## src/rtl/conv_window_gen_pkg.sv

```systemverilog
// Shared types and the window tap layout for the sliding-window generator
// and the convolution engine that consumes its output.
package conv_window_gen_pkg;

  typedef enum logic [1:0] {
    ST_IDLE = 2'd0,
    ST_FILL = 2'd1,
    ST_RUN  = 2'd2
  } state_t;

  // Bit offset of tap (r, c) of channel ch inside a packed window vector.
  function automatic int tap_offset(input int ch, input int r, input int c,
                                    input int k, input int n);
    return ((ch * k + r) * k + c) * n;
  endfunction

endpackage

```

## src/rtl/conv_window_gen_if.sv

```systemverilog
// Pixel stream in, window stream out; no backpressure in either direction.
interface conv_window_gen_if #(
  parameter int CL_IN  = 8,
  parameter int KERNEL = 3,
  parameter int N      = 2
);
  logic [CL_IN*N-1:0]               pix_in;
  logic                             pix_valid;
  logic                             sof;
  logic [CL_IN*KERNEL*KERNEL*N-1:0] data2conv;
  logic                             en_out;
  logic                             frame_done;
  logic                             sof_err;

  modport master (
    output pix_in, pix_valid, sof,
    input  data2conv, en_out, frame_done, sof_err
  );

  modport slave (
    input  pix_in, pix_valid, sof,
    output data2conv, en_out, frame_done, sof_err
  );
endinterface

```

## src/rtl/conv_window_gen_row_delay_line.sv

```systemverilog
// One image row of delay: the output is the word written DEPTH enabled
// cycles earlier, held in a RAM addressed by a wrapping pointer.
module conv_window_gen_row_delay_line #(
  parameter int W     = 16,
  parameter int DEPTH = 28
) (
  input  logic         clk,
  input  logic         rst,
  input  logic         en,
  input  logic [W-1:0] din,
  output logic [W-1:0] dout
);
  localparam int PW = (DEPTH > 1) ? $clog2(DEPTH) : 1;

  logic [W-1:0]  mem [DEPTH];
  logic [PW-1:0] ptr;

  // Read-before-write at the same slot gives exactly DEPTH entries of delay.
  assign dout = mem[ptr];

  // NOTE: the storage array has no reset so it maps onto RAM; the counters
  // upstream guarantee nothing written before the frame is ever emitted.
  always_ff @(posedge clk) begin
    if (en) mem[ptr] <= din;
  end

  // NOTE: sequential state uses non-blocking assignments so every register
  // samples pre-edge values regardless of process evaluation order.
  always_ff @(posedge clk or negedge rst) begin
    if (!rst) begin
      ptr <= '0;
    end else if (en) begin
      ptr <= (ptr == PW'(DEPTH - 1)) ? '0 : ptr + 1'b1;
    end
  end
endmodule

```

## src/rtl/conv_window_gen.sv

```systemverilog
// Sliding KxK window generator: line buffers plus a shift-register window,
// emitting one registered window per accepted pixel that completes one.
module conv_window_gen
  import conv_window_gen_pkg::*;
#(
  parameter int CL_IN  = 8,
  parameter int KERNEL = 3,
  parameter int N      = 2,
  parameter int IMG_W  = 28,
  parameter int IMG_H  = 28
) (
  input logic             clk,
  input logic             rst,
  conv_window_gen_if.slave bus
);
  localparam int PIX_W = CL_IN * N;
  localparam int WIN_W = CL_IN * KERNEL * KERNEL * N;
  localparam int CW    = (IMG_W > 1) ? $clog2(IMG_W) : 1;
  localparam int RW    = (IMG_H > 1) ? $clog2(IMG_H) : 1;

  state_t          state, state_nxt;
  logic [CW-1:0]   col, col_nxt, cur_col;
  logic [RW-1:0]   row, row_nxt, cur_row;
  logic            accept, win_hit, last_pix, err_nxt;
  logic [PIX_W-1:0] tap_col [KERNEL];
  logic [WIN_W-1:0] win, win_nxt, data_q;
  logic            en_q, done_q, err_q;

  // tap_col[0] is the current pixel, tap_col[j] the same column j rows up.
  assign tap_col[0] = bus.pix_in;

  for (genvar j = 0; j < KERNEL - 1; j++) begin : g_line
    conv_window_gen_row_delay_line #(
      .W     (PIX_W),
      .DEPTH (IMG_W)
    ) u_line (
      .clk  (clk),
      .rst  (rst),
      .en   (accept),
      .din  (tap_col[j]),
      .dout (tap_col[j+1])
    );
  end

  always_ff @(posedge clk or negedge rst) begin
    if (!rst) begin
      state  <= ST_IDLE;
      row    <= '0;
      col    <= '0;
      win    <= '0;
      data_q <= '0;
      en_q   <= 1'b0;
      done_q <= 1'b0;
      err_q  <= 1'b0;
    end else begin
      state  <= state_nxt;
      row    <= row_nxt;
      col    <= col_nxt;
      win    <= win_nxt;
      en_q   <= win_hit;
      done_q <= last_pix;
      err_q  <= err_nxt;
      if (win_hit) data_q <= win_nxt;
    end
  end

  // NOTE: every signal driven here gets a default first, so no path through
  // the block can leave one unassigned and infer a latch.
  always_comb begin
    state_nxt = state;
    row_nxt   = row;
    col_nxt   = col;
    cur_row   = row;
    cur_col   = col;
    accept    = 1'b0;
    win_hit   = 1'b0;
    last_pix  = 1'b0;
    err_nxt   = 1'b0;

    // sof restarts the frame from any state; without it only an open frame accepts.
    if (bus.pix_valid) begin
      if (bus.sof) begin
        accept  = 1'b1;
        cur_row = '0;
        cur_col = '0;
      end else if (state == ST_IDLE) begin
        err_nxt = 1'b1;
      end else begin
        accept = 1'b1;
      end
    end

    if (accept) begin
      win_hit  = (int'(cur_row) >= KERNEL - 1) && (int'(cur_col) >= KERNEL - 1);
      last_pix = (cur_row == RW'(IMG_H - 1)) && (cur_col == CW'(IMG_W - 1));
      if (last_pix) begin
        state_nxt = ST_IDLE;
        row_nxt   = '0;
        col_nxt   = '0;
      end else begin
        if (cur_col == CW'(IMG_W - 1)) begin
          col_nxt = '0;
          row_nxt = cur_row + 1'b1;
        end else begin
          col_nxt = cur_col + 1'b1;
          row_nxt = cur_row;
        end
        state_nxt = (int'(row_nxt) >= KERNEL - 1) ? ST_RUN : ST_FILL;
      end
    end
  end

  // Window columns shift left; the new right column is oldest row on top.
  always_comb begin
    win_nxt = win;
    if (accept) begin
      for (int ch = 0; ch < CL_IN; ch++) begin
        for (int r = 0; r < KERNEL; r++) begin
          for (int c = 0; c < KERNEL; c++) begin
            if (c < KERNEL - 1)
              win_nxt[tap_offset(ch, r, c, KERNEL, N) +: N] =
                win[tap_offset(ch, r, c + 1, KERNEL, N) +: N];
            else
              win_nxt[tap_offset(ch, r, c, KERNEL, N) +: N] =
                tap_col[KERNEL-1-r][ch*N +: N];
          end
        end
      end
    end
  end

  assign bus.data2conv  = data_q;
  assign bus.en_out     = en_q;
  assign bus.frame_done = done_q;
  assign bus.sof_err    = err_q;
endmodule

```

## src/flat_wrapper.sv

```systemverilog
// flat-port wrapper written by rule: the top's interface ports become plain ports
module conv_window_gen_flat import conv_window_gen_pkg::*;
#(
  parameter int CL_IN  = 8,
  parameter int KERNEL = 3,
  parameter int N      = 2,
  parameter int IMG_W  = 28,
  parameter int IMG_H  = 28
)
  (clk, rst, bus_pix_in, bus_pix_valid, bus_sof, bus_data2conv, bus_en_out, bus_frame_done, bus_sof_err);
  conv_window_gen_if #(.CL_IN(CL_IN), .KERNEL(KERNEL), .N(N)) bus_i ();
  input logic clk;
  input logic rst;
  input wire logic [$bits(bus_i.pix_in)-1:0] bus_pix_in;
  input wire logic [$bits(bus_i.pix_valid)-1:0] bus_pix_valid;
  input wire logic [$bits(bus_i.sof)-1:0] bus_sof;
  output wire logic [$bits(bus_i.data2conv)-1:0] bus_data2conv;
  output wire logic [$bits(bus_i.en_out)-1:0] bus_en_out;
  output wire logic [$bits(bus_i.frame_done)-1:0] bus_frame_done;
  output wire logic [$bits(bus_i.sof_err)-1:0] bus_sof_err;
  assign bus_i.pix_in = bus_pix_in;
  assign bus_i.pix_valid = bus_pix_valid;
  assign bus_i.sof = bus_sof;
  assign bus_data2conv = bus_i.data2conv;
  assign bus_en_out = bus_i.en_out;
  assign bus_frame_done = bus_i.frame_done;
  assign bus_sof_err = bus_i.sof_err;
  conv_window_gen #(.CL_IN(CL_IN), .KERNEL(KERNEL), .N(N), .IMG_W(IMG_W), .IMG_H(IMG_H)) u_core (.clk(clk), .rst(rst), .bus(bus_i));
endmodule
```

## config.mk

```make
export PLATFORM = sky130hd
export DESIGN_NAME = conv_window_gen_flat
export DESIGN_NICKNAME = d
export VERILOG_FILES = /design/src/rtl/conv_window_gen_pkg.sv /design/src/rtl/conv_window_gen_if.sv /design/src/rtl/conv_window_gen_row_delay_line.sv /design/src/rtl/conv_window_gen.sv /design/src/flat_wrapper.sv
export SDC_FILE = /design/constraint.sdc
export NUM_CORES = 1
export LEC_CHECK = 0
export BUFFER_PORTS_ARGS = -buffer_cell sky130_fd_sc_hd__buf_4
export CORE_ASPECT_RATIO = 2
export CORE_MARGIN = 3
export CORE_UTILIZATION = 65
export CTS_CLUSTER_SIZE = 25
export DETAILED_ROUTE_END_ITERATION = 7
export PLACE_DENSITY = 0.83
export SLEW_MARGIN = 20
export SYNTH_ARGS = -nofsm -noshare
export SYNTH_HDL_FRONTEND = slang
export SYNTH_SLANG_ARGS = --single-unit
```

## constraint.sdc

```tcl
create_clock -name clk -period 8.87 [get_ports clk]
set_clock_uncertainty 0.2 [all_clocks]
set_input_delay 2.2175 -clock clk [delete_from_list [all_inputs] [get_ports clk]]
set_output_delay 2.2175 -clock clk [all_outputs]
set_load 0.02 [all_outputs]
```

==> results of run 1 <==
[worst max-delay path, stage by stage]
cell and delay (ps):
sky130_fd_sc_hd__buf_4 120, sky130_fd_sc_hd__o31a_2 210, sky130_fd_sc_hd__buf_4 670, sky130_fd_sc_hd__nand2_1 580, sky130_fd_sc_hd__nor2_2 930
[power by group]
part,internal (mW),switching (mW)
sequential,7.61,0.559
clock,2.49,2.01
combinational,1.81,3.71
[cells in the final DEF (no fill, tap or decap), drive strengths merged, types with 12 or more instances in the layout]
master and count:
clkinv 44, clkbuf 117, o21ai 40, nand3 24
o22ai 132, mux2i 348, edfxtp 896, nor4 32
a22oi 18, a211oi 24, buf 238, o21a 18
inv 16, mux4 50, ha 12, mux2 159
nand2 408, nor2 79, dfrtp 313, bufinv 12
[flip-flops by register name, indices dropped and copies added, names as in the netlist]
name,count
u_core.bus.data2conv,144
u_core.bus.en_out,1
u_core.col,5
u_core.bus.sof_err,1
u_core.state,2
u_core.row,5
u_core.win,144
u_core.g_line.u_line.mem,896
u_core.bus.frame_done,1
u_core.g_line.u_line.ptr,10
[cell families after synthesis]
kind of cell / synth area share (%)
mux: 14.1
fa+ha+maj: 0.321
buf+inv: 1.79
xor+xnor: 0.0561
simple gates: 5.85
compound gates: 3.74
flops: 74.2
[routing by layer]
metal	global-route usage, %	wire (um)
met2	58.0	65400
met4	26.0	12400
met3	5.83	8580
met1	34.1	37100
met5	0	0
[through the flow]
stage | cell area, um2 | cells | setup WS, ps | util (%)
6_report | 52600 | 4020 | 4180 | 73.9
4_1_cts | 52500 | 4015 | 4090 | 73.8
3_3_place_gp | 49100 | 3831 | 3330 | 69.0
3_5_place_dp | 49100 | 3831 | 3370 | 69.1
2_1_floorplan | 46800 | 2842 | 3910 | -
5_1_grt | 52600 | 4019 | 4060 | 73.9
[worst paths after layout]
path,start,to,slack (ps),cells past startpoint
min in group asynchronous,rst,u_core.bus.data2conv[97]$_DFFE_PN0P_,1330,1
max in group asynchronous,rst,u_core.bus.data2conv[35]$_DFFE_PN0P_,5430,3
setup reg to reg,u_core.g_line[0].u_line.ptr[0]$_DFFE_PN0P_,u_core.bus.data2conv[46]$_DFFE_PN0P_,4480,6
hold / removal,u_core.win[72]$_DFF_PN0_,u_core.win[72]$_DFF_PN0_,270,2
setup / recovery,bus_pix_valid,u_core.g_line[1].u_line.mem[15][12]$_DFFE_PP_,4180,5
hold reg to reg,u_core.win[72]$_DFF_PN0_,u_core.win[72]$_DFF_PN0_,270,2
[final cells by class]
class / instances / share of cell area, %
Antenna cell: 3 / 0.0143
Clock buffer: 117 / 5.00
Clock inverter: 67 / 1.37
Inverter: 12 / 0.0857
Multi-Input combinational cell: 1464 / 21.7
Sequential cell: 1209 / 66.1
Tap cell: 910 / 2.17
Timing Repair Buffer: 238 / 3.61
==> tab_implementation.tex, run 1 <==
\begin{tabular}{lr}
\hline
Metric & Value \\
\hline
\multicolumn{2}{l}{\textbf{Run status}} \\
Status & finished clean \\
\multicolumn{2}{l}{\textbf{Global route}} \\
Largest net degree at the start of global routing & 146 \\
Global-route wire length before repair & 179,000 um \\
Total GRT Usage & 32.8\% \\
Vias in the first global route & 27,200 \\
Initial antenna violation count & 4 \\
Global route total overflow & 0 \\
\multicolumn{2}{l}{\textbf{Routing}} \\
Wirelength per Cell & 30.7 um \\
WL final & 123,000 um \\
Number of detailed-routing iterations run before antenna repair & 5 \\
Number of DRC markers after the initial detailed-route iteration & $\sim$3,000 \\
\# DRC & 0 \\
Detail Route Antenna Nets & 0 \\
Detailed-route via count & 26,600 \\
Via density per instance & 6.61 \\
\multicolumn{2}{l}{\textbf{Synthesis}} \\
Synth cell types & 61 \\
FF+latch count, synth & 1,209 \\
Avg Cell Area, Syn & 16.5 um2 \\
Sequential fraction of the synthesis area & between 70\% and 80\% \\
Prevailing post-synth register cell & sky130\_fd\_sc\_hd\_\_edfxtp\_1 \\
Share of async-settable or async-resettable flops after synthesis & about a quarter \\
Most numerous cell types in the synthesized netlist & sky130\_fd\_sc\_hd\_\_edfxtp\_1, sky130\_fd\_sc\_hd\_\_nand2\_1, sky130\_fd\_sc\_hd\_\_mux2i\_1, sky130\_fd\_sc\_hd\_\_dfrtp\_1, sky130\_fd\_sc\_hd\_\_o22ai\_1 \\
Cell type with the highest aggregate area in the netlist & sky130\_fd\_sc\_hd\_\_edfxtp\_1 \\
Total of warnings raised by yosys & 0 \\
Synthesized netlist net count & 2,874 \\
Post-synthesis instance area & 46,800 um2 \\
EDFF count, synth & 896 \\
Proportion of netlist area held by the largest area contributor & between 50 and 60\% \\
Most used standard cell by instance count after synthesis & sky130\_fd\_sc\_hd\_\_edfxtp\_1 \\
Largest cells by area after synthesis & sky130\_fd\_sc\_hd\_\_edfxtp\_1, sky130\_fd\_sc\_hd\_\_dfrtp\_1, sky130\_fd\_sc\_hd\_\_mux2i\_1 \\
Gate count after technology mapping & approximately 2,800 \\
\multicolumn{2}{l}{\textbf{Clock tree}} \\
TritonCTS clock tree & built \\
Hold-fix buffers at CTS & 0 \\
CTS H-Tree Depth & 3 \\
Number of setup buffers added after CTS & 0 \\
Clock-pin slew of the registers on the worst-case setup and hold paths & roughly 60 ps \\
Clock root buffer & sky130\_fd\_sc\_hd\_\_clkbuf\_16 \\
Clk buf depth & 3 \\
\# clock sinks & roughly 1,200 \\
Count of instances resized after the clock tree is built & 0 \\
Total CTS buffers & 97 \\
Clk\_lat worst skew & 710 ps \\
\multicolumn{2}{l}{\textbf{Die}} \\
Cell row count & 138 \\
Die Ht & 386 um \\
Std-Cell Core Area & 71,100 um2 \\
Die Wd & 196 um \\
Number of primary I/O pins & 167 \\
Effective utilization at floorplan & 65.8\% \\
Die outline area & 75,500 um2 \\
\multicolumn{2}{l}{\textbf{Timing}} \\
Setup repair after global routing missed its margin & false \\
Final hold violation count & 0 \\
Slew Viols, Final & 0 \\
Post-layout minimum cycle time & 4690 ps \\
Tightest Pin Transition & 1130 ps \\
Final worst hold slack & 271 ps \\
Share of the cycle needed by the critical path after routing & 52.8\% \\
Max-slew headroom & between 20\% and 30\% \\
Max Clk Rate & 213 MHz \\
Sum of negative setup slack & 0 ps \\
Count of endpoints failing setup in the final report & 0 \\
\multicolumn{2}{l}{\textbf{Job}} \\
Number of max-cap violations & 0 \\
\multicolumn{2}{l}{\textbf{Setup path}} \\
Largest driver fanout on the critical path & 82 \\
Category of the most critical setup path & primary input to register \\
Required time worst endpoint & between 8000 and 9000 ps \\
Critical path arrival & 4810 ps \\
Nature of the critical path startpoint & primary input \\
Critical path capture point type & register \\
\multicolumn{2}{l}{\textbf{Finish}} \\
Area taken by flip-flops and latches & between 30,000 and 40,000 um2 \\
Share of post-route cells with drive strength above 1 & between 20\% and 30\% \\
Layout-stage area growth over the synthesis result & 12.3\% \\
Multi-input gate area & around 11,000 um2 \\
Number of nets in the finished design & 3,054 \\
Fill cell count & slightly above 4,000 \\
\multicolumn{2}{l}{\textbf{Placed design}} \\
Sum of net half-perimeters after detailed placement & 79,100 um \\
Number of input and output port buffers inserted & 166 \\
GPL Wtd Cong & 1.01 \\
\multicolumn{2}{l}{\textbf{Pwr}} \\
Total power & 18.2 mW \\
Worst IR drop on VDD & 489 uV \\
Power per cell area & 346 nW/um2 \\
Total leakage power & 19.8 nW \\
\multicolumn{2}{l}{\textbf{Min path}} \\
Min-delay worst type & register to register \\
\hline
\end{tabular}
No activity file was read; power rests on OpenSTA's default activity.
==> run 2: changes to the inputs <==
--- a/config.mk
+++ b/config.mk
@@ -8,10 +8,10 @@
 export BUFFER_PORTS_ARGS = -buffer_cell sky130_fd_sc_hd__buf_4
 export CORE_ASPECT_RATIO = 2
 export CORE_MARGIN = 3
-export CORE_UTILIZATION = 65
+export CORE_UTILIZATION = 61
 export CTS_CLUSTER_SIZE = 25
 export DETAILED_ROUTE_END_ITERATION = 7
-export PLACE_DENSITY = 0.83
+export PLACE_DENSITY = 0.79
 export SLEW_MARGIN = 20
 export SYNTH_ARGS = -nofsm -noshare
 export SYNTH_HDL_FRONTEND = slang
==> constraint.sdc (replaced) <==
create_clock -name clk -period 4.7 [get_ports clk]
set_clock_uncertainty 0.2 [all_clocks]
set_input_delay 1.175 -clock clk [delete_from_list [all_inputs] [get_ports clk]]
set_output_delay 1.175 -clock clk [all_outputs]
set_load 0.02 [all_outputs]
==> tab_implementation.tex, run 2 (synthesis results as in run 1) <==
\begin{tabular}{lr}
\hline
Metric & Value \\
\hline
\multicolumn{2}{l}{\textbf{Pwr}} \\
Part of the total power dissipated in combinational logic & 28.6\% (-1.8 points) \\
Total leakage power & 20.0 nW (+1.2\%) \\
Pint & 22.4 mW (+88\%) \\
Sequential power share & 46.5\% (+1.6 points) \\
Power per cell area & 629 nW/um2 (+82\%) \\
Fraction of power spent switching nets & 32.8\% (-1.8 points) \\
Clock network fraction of total power & 24.9\% (+0.2 points) \\
Total power & 33.3 mW (+83\%) \\
Net switching power & 10.9 mW (+74\%) \\
Worst IR drop on VDD & 515 uV (+5.3\%) \\
\multicolumn{2}{l}{\textbf{Finish}} \\
Register with the most flip-flops & u\_core.g\_line.u\_line.mem \\
Number of nets in the finished design & 3,116 (+2.0\%) \\
Share of post-route cells with drive strength above 1 & 21.4\% (+0.46 points) \\
Flip-flop count of the largest register, all copies and words added & 896 (unchanged) \\
Top library cells by usage in the layout, fill and taps aside & sky130\_fd\_sc\_hd\_\_edfxtp\_1, sky130\_fd\_sc\_hd\_\_nand2\_1, sky130\_fd\_sc\_hd\_\_mux2i\_1 \\
Layout-stage area growth over the synthesis result & 13.3\% \\
Most common cell after layout, fill and taps aside & sky130\_fd\_sc\_hd\_\_edfxtp\_1 \\
\multicolumn{2}{l}{\textbf{Routing}} \\
Via density per instance & 6.27 (-5.2\%) \\
Detailed-route via count & 26,200 (-1.4\%) \\
Wirelength per Cell & 27.4 um (-11\%) \\
\# DRC & 0 (unchanged) \\
WL final & 115,000 um (-7.2\%) \\
Detail Route Antenna Nets & 0 (unchanged) \\
Number of DRC markers after the initial detailed-route iteration & 2,641 (-14\%) \\
Number of detailed-routing iterations run before antenna repair & 6 (+1) \\
\multicolumn{2}{l}{\textbf{Clock tree}} \\
Hold-fix buffers at CTS & 0 (unchanged) \\
Count of instances resized after the clock tree is built & 0 (unchanged) \\
Clock-pin slew of the registers on the worst-case setup and hold paths & 70 ps (about the same) \\
\# clock sinks & 1,209 (unchanged) \\
Clock root buffer & sky130\_fd\_sc\_hd\_\_clkbuf\_16 \\
Clk buf depth & 3 (unchanged) \\
CTS H-Tree Depth & 3 (unchanged) \\
Number of setup buffers added after CTS & 0 (unchanged) \\
TritonCTS clock tree & built \\
Total CTS buffers & 97 (unchanged) \\
Clk\_lat worst skew & 690 ps (-20 ps) \\
\multicolumn{2}{l}{\textbf{Setup path}} \\
Nature of the critical path startpoint & register \\
Cell depth of the worst flop-to-flop path & 6 (unchanged) \\
Slowest stage cell on the critical path & sky130\_fd\_sc\_hd\_\_dfrtp\_4 \\
Critical path capture point type & register \\
Category of the most critical setup path & register to register \\
Most frequent cell on the critical path & sky130\_fd\_sc\_hd\_\_buf\_4 \\
End of the worst register-to-register path & u\_core.win[101]\$\_DFF\_PN0\_ \\
Largest driver fanout on the critical path & 43 (-48\%) \\
Required time worst endpoint & 5050 ps (-3940 ps) \\
Setup slack of the most critical reg-to-reg path & 1130 ps (-3350 ps) \\
Worst reg2reg startpoint & u\_core.g\_line[0].u\_line.ptr[0]\$\_DFFE\_PN0P\_ \\
Cell breakdown of the critical path & buf\_4 -> mux4\_2 -> a211oi\_1 -> o211ai\_1 -> buf\_4 -> mux2\_2 \\
Critical path arrival & 3930 ps (-880 ps) \\
Peak per-stage delay on the critical path & 910 ps (-20 ps) \\
\multicolumn{2}{l}{\textbf{Timing}} \\
Tightest Pin Transition & 1030 ps (-92.1 ps) \\
Count of endpoints failing setup in the final report & 0 (unchanged) \\
Setup repair after global routing missed its margin & false \\
Max-slew headroom & 30.7\% (+5.8 points) \\
Post-layout minimum cycle time & about 3600 ps \\
Sum of negative setup slack & 0 ps (unchanged) \\
Max Clk Rate & 280 MHz \\
Share of the cycle needed by the critical path after routing & 76.0\% \\
Final hold violation count & 0 (unchanged) \\
Slew Viols, Final & 0 (unchanged) \\
\multicolumn{2}{l}{\textbf{Placed design}} \\
Sum of net half-perimeters after detailed placement & 75,300 um (-4.8\%) \\
Number of input and output port buffers inserted & 166 (unchanged) \\
GPL Wtd Cong & 0.866 (-14\%) \\
\multicolumn{2}{l}{\textbf{Die}} \\
Effective utilization at floorplan & 61.6\% (-4.2 points) \\
Number of primary I/O pins & 167 (unchanged) \\
Die Wd & 202 um (+3.1\%) \\
Die outline area & 80,300 um2 (+6.4\%) \\
Cell row count & 143 (+3.6\%) \\
Die Ht & 398 um (+3.2\%) \\
Std-Cell Core Area & 76,000 um2 (+6.9\%) \\
\multicolumn{2}{l}{\textbf{Global route}} \\
Largest net degree at the start of global routing & 87 (-40\%) \\
Global-route wire length before repair & 170,000 um (-4.6\%) \\
Initial antenna violation count & 5 (+1) \\
Vias in the first global route & 27,500 (+0.91\%) \\
Global route total overflow & 0 (unchanged) \\
Total GRT Usage & 28.6\% (-4.2 points) \\
\multicolumn{2}{l}{\textbf{Min path}} \\
Min-delay worst type & register to register \\
Startpoint of the lowest-slack hold path & u\_core.win[61]\$\_DFF\_PN0\_ \\
Hold Path Cell Cnt & 2 (unchanged) \\
Worst hold path endpoint & u\_core.win[61]\$\_DFF\_PN0\_ \\
\multicolumn{2}{l}{\textbf{Job}} \\
Number of max-cap violations & 0 (unchanged) \\
\multicolumn{2}{l}{\textbf{Run status}} \\
Status & finished clean \\
\hline
\end{tabular}
[run 2: changes by cell type in the layout (fill, tap and decap cells not counted), moves of 4 or more]
cell	delta
sky130_fd_sc_hd__inv_6	+4
sky130_fd_sc_hd__buf_12	+9
sky130_fd_sc_hd__clkinv_2	-11
sky130_fd_sc_hd__nand3_2	-7
sky130_fd_sc_hd__buf_4	+55
sky130_fd_sc_hd__clkinv_1	+4
sky130_fd_sc_hd__nor2_2	-18
sky130_fd_sc_hd__nand3_1	+7
sky130_fd_sc_hd__nor2_1	+18
[run 2: power by group through the flow]
| stage | clock network (mW) | logic (mW) | registers, mW |
|---|---|---|---|
| finish | 8.31 | 9.52 | 15.5 |
| CTS | 8.40 | 9.52 | 15.5 |
| global placement | 0 | 9.14 | 15.6 |
| detailed placement | 0 | 9.46 | 15.7 |
| global route | 8.79 | 10.1 | 15.6 |
| floorplan | 0 | 5.39 | 15.7 |
[run 2: worst max-delay path: cells and delay by family (launching register included)]
family | cells | cell delay [ps]
AOI/OAI and AO/OA | 2 | 700
buffers and inverters | 2 | 660
DFF | 1 | 910
muxes | 2 | 870
[run 2: per-layer routing]
metal / routed length (um) / part of all wire [%] / GRT usage [%] / up-vias
met3: 6360 / 5.6 / 3.60 / 401
met1: 36800 / 32 / 30.7 / 13300
met5: 0 / 0 / 0 / -
met2: 63100 / 55 / 52.7 / 1259
li1: - / - / - / 11300
met4: 8300 / 7.3 / 18.8 / 0
[run 2: final cells by class]
type,instances,area (um2)
flip-flops and latches,1209,34700
fillers,4736,23000
multi-input cells,1464,11300
clock buffers,120,2660
repair buffers,300,2430
well taps,1015,1270
clock inverters,61,581
inverters,12,45.0
diodes,1,2.50
[run 2: how the worst max path moves through the flow]
stage / end / slack (ps) / from / depth (start not counted)
floorplan: u_core.g_line[0].u_line.mem[24][0]$_DFFE_PP_ / 780 / bus_pix_valid / 6
global placement: u_core.bus.data2conv[6]$_DFFE_PN0P_ / 770 / bus_sof / 9
detailed placement: u_core.bus.data2conv[7]$_DFFE_PN0P_ / 810 / bus_sof / 9
CTS: u_core.bus.data2conv[82]$_DFFE_PN0P_ / 1100 / u_core.g_line[0].u_line.ptr[0]$_DFFE_PN0P_ / 5
global route: u_core.bus.data2conv[82]$_DFFE_PN0P_ / 930 / u_core.g_line[0].u_line.ptr[0]$_DFFE_PN0P_ / 5
finish: u_core.win[101]$_DFF_PN0_ / 1130 / u_core.g_line[0].u_line.ptr[0]$_DFFE_PN0P_ / 6
[run 2: through the flow]
stage / setup WS (ps) / std cells / utilization, % / hold WS [ps] / area, um2
floorplan: 784 / 2842 / - / 236 / 46800
finish: 1130 / 4182 / 69.8 / 272 / 53000
global placement: 773 / 4000 / 65.5 / 249 / 49800
global route: 928 / 4181 / 69.8 / 288 / 53000
detailed placement: 806 / 4000 / 65.5 / 255 / 49800
CTS: 1100 / 4181 / 69.8 / 272 / 53000
